==> config.mk <==
export PLATFORM = sky130hd
export DESIGN_NAME = bcd_down_timer
export DESIGN_NICKNAME = d
export VERILOG_FILES = /design/src/rtl/bcd_down_timer.sv
export SDC_FILE = /design/constraint.sdc
export NUM_CORES = 1
export LEC_CHECK = 0
export ABC_CLOCK_PERIOD_IN_PS = 3900
export CAP_MARGIN = 20
export CORE_ASPECT_RATIO = 0.6
export CORE_MARGIN = 2
export CORE_UTILIZATION = 52
export DETAILED_ROUTE_END_ITERATION = 8
export PLACE_DENSITY_LB_ADDON = 0.25
export SYNTH_ARGS = -nofsm -noshare
export SYNTH_HDL_FRONTEND = slang
export SYNTH_HIERARCHICAL = 1
export SYNTH_SLANG_ARGS = --single-unit
==> constraint.sdc <==
create_clock -name clock -period 3.9 [get_ports clock]
set_input_delay 1.17 -clock clock [delete_from_list [all_inputs] [get_ports clock]]
set_output_delay 1.17 -clock clock [all_outputs]
set_load 0.02 [all_outputs]
==> src/rtl/bcd_down_timer.sv <==
// Multi-digit BCD down-counting timer with per-digit mod-10/mod-6 wrap,
// run/pause control, clamped preset load, one-shot expiry and auto-repeat.

module bcd_digit #(
    parameter logic [3:0] MAX = 4'd9
) (
    input  logic [3:0] cur,
    input  logic       borrow_in,
    input  logic [3:0] load_nib,
    output logic [3:0] nxt,
    output logic       borrow_out,
    output logic [3:0] clamped
);
    always_comb begin
        nxt        = cur;
        borrow_out = 1'b0;
        clamped    = (load_nib > MAX) ? MAX : load_nib;
        if (borrow_in) begin
            if (cur == 4'd0) begin
                nxt        = MAX;
                borrow_out = 1'b1;
            end else begin
                nxt = cur - 4'd1;
            end
        end
    end
endmodule

module bcd_down_timer #(
    parameter int                DIGITS    = 4,
    parameter logic [DIGITS-1:0] MOD6_MASK = 4'b0100
) (
    input  logic                  clock,
    input  logic                  reset,
    input  logic                  tick,
    input  logic                  load,
    input  logic [4*DIGITS-1:0]   load_value,
    input  logic                  start,
    input  logic                  stop,
    input  logic                  repeat_en,
    output logic [4*DIGITS-1:0]   q_bus,
    output logic                  running,
    output logic                  done,
    output logic                  zero
);
    typedef enum logic [1:0] {IDLE, RUN, PAUSED} state_t;

    state_t                       state_q, state_d;
    logic [DIGITS-1:0][3:0]       q_r, q_d;
    logic [DIGITS-1:0][3:0]       preset_r, preset_d;
    logic [DIGITS-1:0][3:0]       dec_val, clamp_val, load_nibs;
    logic [DIGITS:0]              borrow;
    logic                         done_d;
    // Set on a repeat expiry: the next tick reloads the preset instead of counting.
    logic                         hold_q, hold_d;

    assign load_nibs = load_value;
    assign borrow[0] = 1'b1;

    for (genvar i = 0; i < DIGITS; i++) begin : g_dig
        localparam logic [3:0] MAXI = MOD6_MASK[i] ? 4'd5 : 4'd9;
        bcd_digit #(.MAX(MAXI)) u_dig (
            .cur        (q_r[i]),
            .borrow_in  (borrow[i]),
            .load_nib   (load_nibs[i]),
            .nxt        (dec_val[i]),
            .borrow_out (borrow[i+1]),
            .clamped    (clamp_val[i])
        );
    end

    assign q_bus   = q_r;
    assign zero    = (q_r == '0);
    assign running = (state_q == RUN);

    always_comb begin
        state_d  = state_q;
        q_d      = q_r;
        preset_d = preset_r;
        done_d   = 1'b0;
        hold_d   = hold_q;
        case (state_q)
            IDLE: begin
                if (load) begin
                    q_d      = clamp_val;
                    preset_d = clamp_val;
                end else if (start && !zero) begin
                    state_d = RUN;
                end
            end
            PAUSED: begin
                if (load) begin
                    q_d      = clamp_val;
                    preset_d = clamp_val;
                    state_d  = IDLE;
                end else if (start && !stop && !zero) begin
                    state_d = RUN;
                end
            end
            RUN: begin
                if (stop) begin
                    state_d = PAUSED;
                    hold_d  = 1'b0;
                end else if (tick) begin
                    if (hold_q) begin
                        q_d    = preset_r;
                        hold_d = 1'b0;
                    end else begin
                        q_d = dec_val;
                        if (dec_val == '0) begin
                            done_d = 1'b1;
                            if (repeat_en) hold_d  = 1'b1;
                            else           state_d = IDLE;
                        end
                    end
                end
            end
            default: state_d = IDLE;
        endcase
    end

    always_ff @(posedge clock) begin
        if (!reset) begin
            state_q  <= IDLE;
            q_r      <= '0;
            preset_r <= '0;
            done     <= 1'b0;
            hold_q   <= 1'b0;
        end else begin
            state_q  <= state_d;
            q_r      <= q_d;
            preset_r <= preset_d;
            done     <= done_d;
            hold_q   <= hold_d;
        end
    end
endmodule

==> summary.md <==
| Metric | Value |
|---|---|
| Status | finished clean |
| Metal-1 WL | 3020 um |
| Clk_lat worst skew | 0.30 ns |
| CTS tree | done |
| Cell family with most CP delay | simple AND/OR/NAND/NOR gates |
| CP required | 4.14 ns |
| Row cnt | 18 |
| Slowest-stage cell, CP | dfxtp_1 |
| Slew headroom | 0.272 |
| CTS Hold Bufs | 0 |
| Worst Tran Pin Value | 1.09 ns |
| Worst slack at placement | 0.318 ns |
| Largest net degree at the start of global routing | 35 |
| Setup TNS | 0 ns |
| DR vias/cell | 5.51 |
| Die height | 55.2 um |
| Highest metal used | met4 |
| Fin nets | 333 |
| Critical path endpoint category | flip-flop |
| Lkg Pwr | 0.972 nW |
| Class of the tightest hold or removal check | flip-flop to flip-flop |
| Dpl hpwl | 4160 um |
| Wire per inst | 15.8 um |
| Yosys Warn Count | 6 |
| DRT Wirelength | 5840 um |
| Detail Route Antenna Nets | 0 |
| Tot GR Track Use | 0.268 |
| Clock transition at path regs | 0.07 ns |
| Hold Vio Cnt, Final | 0 |
| Fmax achieved | 284 MHz |
| H-tree levels | 2 |
| Root Buffer | clkbuf_8 |
| Final slew viol count | 0 |
| Core ar. | 4140 sq um |
| Max Buffers Root-to-Sink | 2 |
| Setup-failing EPs final | 0 |
| Synth-to-Final Area Change | 22.3% |
| Routability congestion estimate | 0.869 |
| Layout Skew | 0.00806 ns |
| Max incr delay on CP | 0.39 ns |
| Layout cells sized above 1 | 0.0774 |
| Boundary Pins | 42 |
| Remaining DRCs | 0 |
| Startpoint types | flip-flop |
| Syn Std Cell Area | 2270 sq um |
| Crit Path Category | flip-flop to flip-flop |
| Mapped Cells | 274 |
| CTS Sinks | 36 |
| RSZ-0062 raised after global routing | false |
| Die Area | 4930 sq um |
| Die Span X | 89.3 um |
| Fillers | 372 |
| Total global routing overflow | 0 |
| CTS Buf Count | 5 |
| Peak VDD IR | 0.192 mV |
| Synth Area per Inst | 8.28 sq um |
| Critical Path AT | 3.76 ns |
| Initial drt markers | 100 |
| Via count of the first global-routing pass | 1840 |
| Vias | 2039 |
| Inserted Diodes | 0 |
| Post-route setup slack | 0.381 ns |
| Crit path buf inv count | 2 |
| Power per standard cell area | 357 nW/um^2 |
| Final min period | 3.52 ns |
| Cells along the critical path | nor4b_4 -> nor2b_4 -> nor4b_4 -> nor2b_1 -> inv_1 -> or3_4 -> nor3_1 -> buf_4 -> nor3b_1 -> mux2_2 -> nor4_1 -> nand2_1 -> nor3_1 -> a32o_1 |
| Global-route wire length before repair | 9480 um |
| Max Cap Viol | 0 |
| Initial antenna violation count | 0 |
| Crit-path max FO | 7 |
| Met3 wire length | 357 um |
| I/O Buffers | 41 |
| Initial Util | 0.548 |
| WL met2 | 2390 um |
| Pre-Repair DR Iteration Count | 4 |
| Post-route clock period utilization | 0.902 |
-- layout by cell type (no fill, tap or decap), types with 7 or more instances in the layout --
| cell | instances |
|---|---|
| nor2b_1 | 11 |
| dfxtp_1 | 36 |
| clkdlybuf4s50_1 | 41 |
| o211ai_1 | 16 |
| nand2_1 | 69 |
| nor4_1 | 8 |
| a21boi_1 | 13 |
| mux2i_1 | 20 |
| a21boi_0 | 19 |
| xor2_1 | 7 |
-- area by class of cell --
cell class              count  area (sq um)  share of cell area
clock inverters             1          5.00             0.00180
repair buffers             46           448               0.161
multi-input cells         216          1440               0.517
flip-flops and latches     36           721               0.260
inverters                   5          18.8             0.00676
clock buffers               6          72.6              0.0261
well taps                  60          75.1              0.0271
-- registers in the layout (all words and copies together), names as in the netlist --
signal and count:
preset_r 16, q_bus 16, state_q 2, done 1
hold_q 1
-- where the power goes --
part,switching (mW),internal (mW)
registers,0.0407,0.394
clock network,0.135,0.121
logic,0.157,0.142
-- worst reg2reg max path: stages, from the launching register on --
cell and delay (ns):
dfxtp_1 0.39, nor4b_4 0.33, nor2b_4 0.22, nor4b_4 0.24
nor2b_1 0.23, inv_1 0.08, or3_4 0.36, nor3_1 0.15
buf_4 0.15, nor3b_1 0.20, mux2_2 0.37, nor4_1 0.23
nand2_1 0.16, nor3_1 0.20, a32o_1 0.15
-- path summary, 6_finish.rpt --
path	startpoint	endpoint	slack, ns	cells after the start
worst max-delay path	q_bus[0]	hold_q	0.38	14
worst min register to register	preset_r[1]	preset_r[1]	0.47	2
worst min-delay path	preset_r[1]	preset_r[1]	0.47	2
worst max register to register	q_bus[0]	hold_q	0.38	14
-- stage by stage --
step	total power, mW	instance area, sq um	util	instances	hold WS [ns]
after global placement	0.730	2690	0.649	363	0.447
after CTS	0.990	2770	0.668	370	0.467
after floorplan	0.629	2280	-	277	0.435
final	0.991	2780	0.670	370	0.467
after global routing	1.04	2780	0.670	370	0.488
after detailed placement	0.737	2690	0.649	363	0.457
-- repair_timing --
| action | 4_1_cts | 5_1_grt |
|---|---|---|
| hold endpoints to repair | 0 | 0 |
| endpoints found under the setup margin | 0 | 2 |
| resized for setup | 0 | 2 |
| setup buffers | 0 | 0 |
-- layer usage --
metal  up-vias  GRT usage
li1       1012          -
met4         0     0.0896
met3         7     0.0623
met5         -          0
met2        58      0.406
met1       962      0.377
Note: power is estimated with default switching activity, not from simulation.
